## src/rtl/rs16_8_encoder.sv

```systemverilog
// Purpose : streaming systematic RS(16,8) encoder over GF(2^8), field poly 0x11d.
// Latency : 1 cycle from accepted message symbol to m_data; parity follows the 8th data symbol.
// Backpressure: m_ready low holds the output register and stalls both input acceptance and the LFSR.
//
// Ports:
//   clk, rst                  clock and synchronous active-high reset
//   s_valid/s_ready/s_data    message symbols in, highest-degree coefficient first
//   m_valid/m_ready/m_data    codeword symbols out (8 data then 8 parity)
//   m_parity, m_last          m_data is a parity symbol / is codeword position 15
module rs16_8_encoder (
    input  logic       clk,
    input  logic       rst,
    input  logic       s_valid,
    output logic       s_ready,
    input  logic [7:0] s_data,
    output logic       m_valid,
    input  logic       m_ready,
    output logic [7:0] m_data,
    output logic       m_parity,
    output logic       m_last
);

    // Low byte of the field polynomial x^8+x^4+x^3+x^2+1; x^8 is implied.
    localparam logic [7:0] POLY_LO = 8'h1d;

    // Generator coefficients g7..g0 of prod_{i=0..7}(x + alpha^i); GEN[i] = gi.
    localparam logic [7:0][7:0] GEN = {8'hff, 8'h0b, 8'h51, 8'h36,
                                       8'hef, 8'had, 8'hc8, 8'h18};

    typedef enum logic {
        ST_DATA,
        ST_PARITY
    } state_e;

    // Shift-and-add GF(2^8) multiply; with a constant operand this collapses to an XOR network.
    function automatic logic [7:0] gf_mul(input logic [7:0] a, input logic [7:0] b);
        logic [7:0] p;
        logic [7:0] x;
        logic [7:0] bb;
        p  = 8'h00;
        x  = a;
        bb = b;
        for (int i = 0; i < 8; i++) begin
            if (bb[0]) begin
                p = p ^ x;
            end
            bb = bb >> 1;
            x  = {x[6:0], 1'b0} ^ (x[7] ? POLY_LO : 8'h00);
        end
        return p;
    endfunction

    state_e          state_q, state_d;
    logic [2:0]      cnt_q, cnt_d;
    logic [7:0][7:0] r_q, r_d;
    logic            m_valid_q, m_valid_d;
    logic [7:0]      m_data_q, m_data_d;
    logic            m_parity_q, m_parity_d;
    logic            m_last_q, m_last_d;

    logic            out_free;
    logic [7:0]      fb;
    logic [7:0][7:0] fb_prod;

    assign out_free = !m_valid_q || m_ready;
    assign fb       = s_data ^ r_q[7];

    for (genvar gi = 0; gi < 8; gi++) begin : g_fb_mul
        assign fb_prod[gi] = gf_mul(GEN[gi], fb);
    end

    always_comb begin
        state_d    = state_q;
        cnt_d      = cnt_q;
        r_d        = r_q;
        m_data_d   = m_data_q;
        m_parity_d = m_parity_q;
        m_last_d   = m_last_q;
        // An output slot that drains with nothing new behind it goes empty.
        m_valid_d  = out_free ? 1'b0 : m_valid_q;
        s_ready    = 1'b0;

        case (state_q)
            ST_DATA: begin
                s_ready = out_free;
                if (s_valid && out_free) begin
                    r_d        = {r_q[6:0] ^ fb_prod[7:1], fb_prod[0]};
                    m_data_d   = s_data;
                    m_parity_d = 1'b0;
                    m_last_d   = 1'b0;
                    m_valid_d  = 1'b1;
                    cnt_d      = cnt_q + 3'd1;
                    if (cnt_q == 3'd7) begin
                        state_d = ST_PARITY;
                    end
                end
            end
            ST_PARITY: begin
                if (out_free) begin
                    // Zero-feedback shift drains the remainder; after 8 shifts r is all-zero,
                    // which leaves the LFSR ready for the next codeword without a clear.
                    r_d        = {r_q[6:0], 8'h00};
                    m_data_d   = r_q[7];
                    m_parity_d = 1'b1;
                    m_last_d   = (cnt_q == 3'd7);
                    m_valid_d  = 1'b1;
                    cnt_d      = cnt_q + 3'd1;
                    if (cnt_q == 3'd7) begin
                        state_d = ST_DATA;
                    end
                end
            end
            default: begin
                state_d = ST_DATA;
            end
        endcase
    end

    always_ff @(posedge clk) begin
        if (rst) begin
            state_q    <= ST_DATA;
            cnt_q      <= 3'd0;
            r_q        <= '0;
            m_valid_q  <= 1'b0;
            m_data_q   <= 8'h00;
            m_parity_q <= 1'b0;
            m_last_q   <= 1'b0;
        end else begin
            state_q    <= state_d;
            cnt_q      <= cnt_d;
            r_q        <= r_d;
            m_valid_q  <= m_valid_d;
            m_data_q   <= m_data_d;
            m_parity_q <= m_parity_d;
            m_last_q   <= m_last_d;
        end
    end

    assign m_valid  = m_valid_q;
    assign m_data   = m_data_q;
    assign m_parity = m_parity_q;
    assign m_last   = m_last_q;

endmodule
```

## config.mk

```make
export PLATFORM = sky130hd
export DESIGN_NAME = rs16_8_encoder
export DESIGN_NICKNAME = d
export VERILOG_FILES = /design/src/rtl/rs16_8_encoder.sv
export SDC_FILE = /design/constraint.sdc
export NUM_CORES = 1
export LEC_CHECK = 0
export ABC_CLOCK_PERIOD_IN_PS = 2500
export BUFFER_PORTS_ARGS = -buffer_cell sky130_fd_sc_hd__buf_4
export CAP_MARGIN = 20
export CELL_PAD_IN_SITES_DETAIL_PLACEMENT = 0
export CELL_PAD_IN_SITES_GLOBAL_PLACEMENT = 1
export CORE_MARGIN = 1.5
export CORE_UTILIZATION = 48
export DETAILED_ROUTE_END_ITERATION = 12
export PLACE_DENSITY = 0.88
export SYNTH_ARGS = -nofsm -noshare
export SYNTH_HDL_FRONTEND = slang
export SYNTH_SLANG_ARGS = --single-unit
```

## constraint.sdc

```tcl
create_clock -name clk -period 2.5 [get_ports clk]
set_input_delay 0.5 -clock clk [delete_from_list [all_inputs] [get_ports clk]]
set_output_delay 0.5 -clock clk [all_outputs]
set_load 0.02 [all_outputs]
```

---- Word level (Yosys, flattened, before mapping) ----
Index checks and enable logic that the tools add are counted.
word-level totals
  bits in writable memories ............... 0
  flip-flop bits (word level) ............. 79
  memory bits (read-only) ................. 0
  latch bits .............................. 0
  logic and storage cells ................. 169
  memories kept ........................... 0
cells by class
  div/mod/pow operators ................... 0
  bitwise logic cells ..................... 59
  $add $sub $neg .......................... 1
  reduce and logical (&&, ||, !) cells .... 4
  multiplexer cells ....................... 88
  order comparisons ....................... 0
  shifts and indexed selects .............. 0
  equality and inequality tests ........... 3
  multiply operators ...................... 0
operators by type and width
  operator                                count
  8-bit 2-to-1 mux                        31
  64-bit 2-to-1 mux                       2
  64-bit one-hot mux with 2 select lines  1
  7-bit 2-to-1 mux                        15
  4-bit inverter                          16
  56-bit XOR                              1
  6-bit 2-to-1 mux                        7
  5-bit inverter                          8
  3-bit inverter                          10
  6-bit inverter                          4
  5-bit 2-to-1 mux                        4
  8-bit one-hot mux with 2 select lines   1
  2-bit inverter with 3-bit output        5
  1-bit 2-to-1 mux                        13
  3-bit 2-to-1 mux                        4
  4-bit 2-to-1 mux                        3
  1-bit inverter                          8
  3-bit inverter with 4-bit output        2
  1-bit one-hot mux with 2 select lines   4
  8-bit XOR                               1
  7-bit inverter                          1
  1-bit inverter with 2-bit output        3
  3-bit one-hot mux with 2 select lines   1
  2-bit 2-to-1 mux                        2
  8 further kinds                         8

---- Depth between registers and ports, before layout ----
Gate-level depths: netlist (run 1).
  depth in word-level cells ............... 19
  gate-level depth with buffers ........... 7

---- Worst setup path before layout (run 1) ----
OpenSTA, ideal clock, no wires.
  path type ............................... input-to-reg
  start ................................... input s_data[5]
  end ..................................... register r_q[53] in the netlist's numbering
  arrival ................................. 2.228 ns
  data required time ...................... 2.409 ns
  setup slack ............................. 0.181 ns
  setup time .............................. 0.091 ns
  path buffers ............................ 1
  cell stages on the path ................. 6
  cells stage by stage .................... xnor2_1 -> buf_2 -> xnor3_1 -> xnor2_1 -> or3_1 -> a311oi_1
between the ends
  longest elaborated chain between the ends .. 9
RTL lines
  element                                   RTL line  source
  from (decl)                               15        input logic [7:0] s_data,
  8-bit XOR *                               66        assign fb = s_data ^ r_q[7];
  7-bit 2-to-1 mux *                        44        if (bb[0]) begin
  6-bit inverter (no line)                  n/a
  8-bit 2-to-1 mux *                        44
  5-bit inverter (no line)                  n/a
  8-bit 2-to-1 mux *                        44
  56-bit XOR *                              87        r_d = {r_q[6:0] ^ fb_prod[7:1], fb_prod[0]};
  64-bit 2-to-1 mux *                       86        if (s_valid && out_free) begin
  64-bit one-hot mux with 2 select lines *  83        case (state_q)
  to (signal assigned)                      131       r_q <= r_d;
  to (decl)                                 55        logic [7:0][7:0] r_q, r_d;
Mark *: on every way between the ends. The rest lies on a longest branch, timed or not. The select of a mux whose other input is x is not followed.
A chain may end at the register's enable or synchronous reset.

---- Final worst setup path (run 1) ----
  start ................................... register r_q[56] in the netlist's numbering
  end ..................................... register r_q[57] in the netlist's numbering
between the ends
  longest elaborated chain between the ends .. 18
RTL lines
  element                                   RTL line
  8-bit XOR *                               66
  8-bit 2-to-1 mux *                        44
  5-bit inverter (no line)                  n/a
  8-bit 2-to-1 mux *                        44
  6-bit inverter (no line)                  n/a
  8-bit 2-to-1 mux *                        44
  5-bit inverter (no line)                  n/a
  8-bit 2-to-1 mux *                        44
  [... 2 more ...]                          n/a
  4-bit inverter (no line)                  n/a
  8-bit 2-to-1 mux *                        44
  6-bit 2-to-1 mux *                        44
  3-bit inverter (no line)                  n/a
  7-bit 2-to-1 mux *                        44
  56-bit XOR *                              87
  64-bit 2-to-1 mux *                       86
  64-bit one-hot mux with 2 select lines *  83
Marks and branches as above.

==> out/results.ini, run 1 <==
[status]
status=finished clean

[grt]
grt_max_degree=57
grt_pass1_vias=3135
track_usage_pct=22.2
antenna_found_initial=0
grt_pass1_wl_mm=16.9
grt-ovfl-total=0

[drt]
drtAntennaViolNets=0
drt_first_iter_violations=205
wl_per_cell_um=16.7
routed_wl_mm=10.7
vias=3582
drc_errors=0
routed_via_density=5.57
first_pass_iters=4

[critical_path]
cp_common_cell=xnor3_1
cp_data_required_time_ns=2.76
crit_buf_inv=0
cp_top_family=XOR/XNOR gates
slowest_delay_ns=0.61
crit_chain=xor2_1 -> xnor3_1 -> xnor3_1 -> nor3b_1 -> o31a_1
rrSetupSlack_ns=0.1
rr_endpoint=r_q[57]
critPathSlowestCell=xnor3_1
rr_startpoint=r_q[56]
cp-start-kind=flip-flop
path_class=reg -> reg
r2r_cells=5
endpoint_kind=flip-flop
cp.arrival_ns=2.66
cp_max_fo=5

[floorplanning]
die_x_um=101
die_y_um=101
die_area_um2=10100
ioPinCount=24
core_um2=9240
rows=35
start_util_pct=49.6

[clock_network]
postCtsSetupRepairBufs=0
worstSkewPairLatency_ns=0.36
clock-sinks=79
cts_tree=done
cts.repair.resized=0
cts_buffer_depth=2
clock_tree.root_cell=clkbuf_8
cts-buffers-inserted=9
clk_transition_reported_paths_ns=0.08
htreeDepth=3
hold_buffers=0

[logic_synthesis]
ys_seq_area_share_pct=34.5
ys_warn_count=0
ys_top_cells_by_area=dfxtp_1 (35%), xnor2_1 (10%), xnor3_1 (8.4%)
synth.distinct_cells=36
synthCells=491
post_synth.cell_area_avg_um2=9.33
synth_top_area_share_pct=34.5
synth_seq_cells=79
synth_area_um2=4580
yosysTopAreaCell=dfxtp_1
syn-num-nets=505

[timing]
slew_headroom_pct=64.9
setup_violations=0
fin_ws_ns=0.0954
grt_setup_unrepaired=false
worst_pin_slew_ns=0.523
finalCriticalPeriod_ns=2.40
period_share_pct=96.2
slew_viol_final=0
fmax_ghz=0.416
finalHoldViolations=0
finClkSkew_ns=0.00629

[placement]
dp.cells=627
port_buffers=23
placed_area_um2=5000
place_congestion=0.950
place_hpwl_mm=7.53
dp_slack_ns=-0.00257

[power]
power_density_nw_per_um2=1520
vdd_drop_max_v=0.000606
leakage_nw=2.03

[cells_and_area]
final_cells=643
drive_above_1_share_pct=14.8
diodes=0
final_nets=523
final_area_um2=5250
area_growth_pct=14.5

[min_path]
whs_endpoint=m_valid
worstHoldStart=s_valid
hold_path_depth=3
hp-class=in -> reg

[run]
drv_cap=0

[area by class of cell]
cell class / count / area, µm²
clock buffer: 11 / 141
timing repair buffer: 45 / 388
sequential: 79 / 1580
inverter: 2 / 7.51
multi-input combinational: 372 / 2860
fill: 830 / 3990
tap: 129 / 161
clock inverter: 5 / 105
[worst register-to-register path, cell delays in order (launching register included)]
cell     delay (ns)
dfxtp_1        0.50
xor2_1         0.34
xnor3_1        0.61
xnor3_1        0.43
nor3b_1        0.15
o31a_1         0.28
[flip-flops by register name, summed over array words and instances, names as in the netlist]
name / cells
m_parity: 1
state_q: 1
m_last: 1
m_valid: 1
r_q: 64
m_data: 8
cnt_q: 3
[power breakdown]
part           switching (mW)  leakage [nW]  internal, mW  total (mW)
Sequential              0.289         0.655          1.60        1.89
Clock                   0.484         0.116         0.691        1.18
Combinational            2.30          1.26          2.59        4.89
Total                    3.07          2.03          4.88        7.95
[through the flow]
stage	TNS [ns]	utilization [%]	power (mW)	hold WS, ns
after floorplan	0	-	5.67	0.437
after global placement	0	54.1	6.67	0.445
after detailed placement	-0.00257	54.1	6.80	0.454
after CTS	0	56.8	7.99	0.396
after global routing	0	56.8	8.46	0.426
final	0	56.8	7.95	0.407
[worst max-delay path by stage]
| stage | from | end | slack [ns] | cells after the start |
|---|---|---|---|---|
| after detailed placement | s_data[0] | r_q[57] | -0.003 | 6 |
| after CTS | r_q[56] | r_q[57] | 0.13 | 5 |
| final | r_q[56] | r_q[57] | 0.1 | 5 |
| after global placement | s_data[0] | r_q[57] | 0.001 | 6 |
| after global routing | r_q[56] | r_q[57] | 0.03 | 5 |
| after floorplan | s_data[5] | r_q[53] | 0.18 | 6 |
[cells in the final DEF (no fill, tap or decap), types with 2 or more instances in the layout]
cell type	netlist	routed
nand2b_1	4	4
bufinv_16	0	3
nor2_1	82	81
nand2_1	13	13
xnor2_2	5	6
clkinvlp_4	0	2
ha_1	2	2
xnor2_4	6	6
a22oi_1	6	6
a21oi_1	7	7
xnor3_1	17	17
and4_1	2	2
buf_4	1	41
a21boi_0	2	2
a311oi_1	40	40
nor3b_1	3	3
mux2i_1	7	7
nor3_1	3	3
o21ai_0	41	41
dfxtp_1	79	78
clkbuf_8	0	10
a211oi_1	20	20
xnor2_1	53	52
or3_1	40	40
xor2_2	2	2
buf_12	0	4
xor2_1	7	7
o21ai_1	3	3
[synthesized netlist by cell type (all sizes together)]
cell     count
a2111oi      1
a211oi      20
a21boi       2
a21oi        7
a22oi        6
a2bb2oi      1
a311oi      40
and3         1
and4         2
buf          4
clkbuf      34
clkinv       1
dfxtp       79
ha           2
inv          1
mux2         1
mux2i        7
nand2       13
nand2b       4
nor2        82
nor2b        1
nor3         3
nor3b        3
o21ai       44
o311a        1
o31a         1
or3         40
xnor2       64
xnor3       17
xor2         9
[per-layer routing]
layer	GRT usage, %	up-vias	share of wire (%)
met1	29.7	1678	45
li1	-	1803	-
met3	4.99	21	6.0
met4	7.91	0	2.0
met2	35.2	80	47
met5	0	-	0
[cell families after synthesis]
group / after synthesis / share of synthesized area (%)
adders and majority gates: 2 / 0.546
and+or+nand+nor: 149 / 15.3
DFF: 79 / 34.5
muxes: 8 / 1.77
AOI/OAI and AO/OA: 123 / 18.6
xor gates and xnor gates: 90 / 25.9
buffers and inverters: 40 / 3.41
(Power assumes the default switching activity.)
==> inputs of run 2 (changes only) <==
- GPL_TIMING_DRIVEN: default -> 0
==> run 2 against run 1 <==
  * Final area about the same
  * Count of clock-buffer cells in the layout unchanged
  * Die area unchanged
  * Combinational power increased by 1%
  * Largest cell class unchanged
  * Sequential share of layout area decreased by 0.053 points
  * Final cell count increased by 3.6%
  * Global-route usage increased by 5.6 points
  * Routed wire length increased by 25%
  * Worst hold slack improved by 0.014 ns
  * Register-to-register slack got worse by 0.09 ns
==> out/results.ini, run 2 (synthesis gave the netlist of run 1 again) <==
[drt]
routed_via_density=5.92  ; +6.3%
wl_per_cell_um=20.1  ; +20%
drc_errors=0  ; unchanged
first_pass_iters=5  ; +1
vias=3943  ; +10%
routed_wl_mm=13.4  ; +25%
drt_first_iter_violations=300  ; +46%
drtAntennaViolNets=0  ; unchanged

[power]
leakage_nw=2.01  ; -0.80%
power_density_nw_per_um2=1520  ; +0.42%
vdd_drop_max_v=0.000490  ; -19%

[critical_path]
cp-start-kind=flip-flop
cp_max_fo=9  ; +4
cp_data_required_time_ns=2.74  ; -0.02 ns
path_class=reg -> reg
endpoint_kind=flip-flop
cp.arrival_ns=2.74  ; +0.08 ns
rr_startpoint=r_q[58]
crit_start=r_q[58]
r2r_cells=5  ; unchanged

[cells_and_area]
regMostFlops=r_q
diodes=0  ; unchanged
area_growth_pct=14.6  ; about the same
final_area_um2=5250  ; about the same
drive_above_1_share_pct=13.4  ; -1.4 points
mostFrequentLayoutCells=nor2_1 (81), dfxtp_1 (79), xnor2_1 (51)
largest_reg_flops=64  ; unchanged
final_common_cell=nor2_1
final_core_util_pct=56.8  ; about the same
final_nets=546  ; +4.4%
fillCellCount=833  ; +0.36%

[timing]
setup_violations=0  ; unchanged
finalCriticalPeriod_ns=2.50  ; +0.0908 ns
slew_headroom_pct=48.4  ; -17 points
period_share_pct=99.8  ; +3.6 points
fmax_ghz=0.401  ; -3.6%
worst_pin_slew_ns=0.775  ; +0.252 ns
finalHoldViolations=0  ; unchanged
fin_ws_ns=0.00456  ; -0.0908 ns
slew_viol_final=0  ; unchanged
whs_ns=0.421  ; +0.0142 ns
finClkSkew_ns=0.00636  ; +0.0000634 ns
tns_ns=0  ; unchanged

[clock_network]
clk_transition_reported_paths_ns=0.08  ; about the same
cts-buffers-inserted=9  ; unchanged
cts_buffer_depth=2  ; unchanged
htreeDepth=3  ; unchanged
clock_tree.root_cell=clkbuf_8
clock-sinks=79  ; unchanged
worstSkewPairLatency_ns=0.36  ; about the same
cts_tree=done

[placement]
placed_area_um2=4910  ; -1.8%
port_buffers=22  ; -4.3%
place_hpwl_mm=9.58  ; +27%
dp_slack_ns=-0.388  ; -0.386 ns
place_congestion=0.904  ; -4.9%

[grt]
antenna_found_initial=0  ; unchanged
track_usage_pct=27.8  ; +5.6 points
grt_max_degree=14  ; -75%
grt-ovfl-total=0  ; unchanged
grt_pass1_wl_mm=20.8  ; +24%
grt_pass1_vias=3658  ; +17%

[floorplanning]
die_y_um=101  ; unchanged
die_x_um=101  ; unchanged
rows=35  ; unchanged
start_util_pct=49.6  ; unchanged
die_area_um2=10100  ; unchanged
ioPinCount=24  ; unchanged
core_um2=9240  ; unchanged

[min_path]
worstHoldStart=s_valid
hp-class=in -> reg
hold_path_depth=3  ; unchanged

[run]
drv_cap=0  ; unchanged

[status]
status=finished clean

==> run 2: cell count changes in the layout (fill, tap and decap cells not counted), sizes merged <==
cell | before | now
clkinv | 1 | 3
bufinv | 3 | 2
clkinvlp | 2 | 1
buf | 45 | 34
clkbuf | 11 | 45
==> run 2: routing by layer <==
metal	track usage, %	part of all wire [%]
met3	6.52	7.2
met4	13.2	3.9
met1	36.5	42
met5	0	0
met2	43.1	47
==> run 2: layout make-up <==
| type | instances | area, µm² | area share, % |
|---|---|---|---|
| plain buffers | 38 | 159 | 3.03 |
| clock buffers | 11 | 141 | 2.69 |
| clock inverters | 5 | 81.3 | 1.55 |
| inverters | 2 | 7.51 | 0.143 |
| multi-input cells | 372 | 2890 | 55.1 |
| flip-flops and latches | 79 | 1580 | 30.1 |
| well taps | 129 | 161 | 3.07 |
| repair buffers | 30 | 225 | 4.29 |
==> run 2: critical path, cell delays in order, from the launching register on <==
cell,delay [ns]
dfxtp_1,0.40
xnor2_4,0.61
xor2_2,0.24
xnor3_1,0.46
or3_1,0.32
a311oi_1,0.34
==> run 2: what timing repair did <==
action / CTS / global route
pin swaps: 0 / 2
buffers inserted: 0 / 8
gates resized for setup: 7 / 10
hold buffers: 0 / 0
setup endpoints to repair: 62 / 52
==> run 2: final timing paths <==
check        endpoint  slack (ns)
max reg2reg   r_q[51]       0.005
min reg2reg  cnt_q[2]        0.47
min           m_valid        0.42
max           r_q[51]       0.005
==> run 2: through the flow <==
step / power (mW) / instances
finish: 7.99 / 666
global route: 8.45 / 666
CTS: 7.81 / 658
detailed placement: 6.67 / 642
global placement: 6.56 / 642
floorplan: 5.67 / 491
==> run 2: power by group <==
| group | switching (mW) | total, mW | internal, mW |
|---|---|---|---|
| registers | 0.344 | 1.95 | 1.60 |
| logic | 2.42 | 4.96 | 2.54 |
| clock network | 0.498 | 1.09 | 0.591 |
| total | 3.26 | 7.99 | 4.73 |
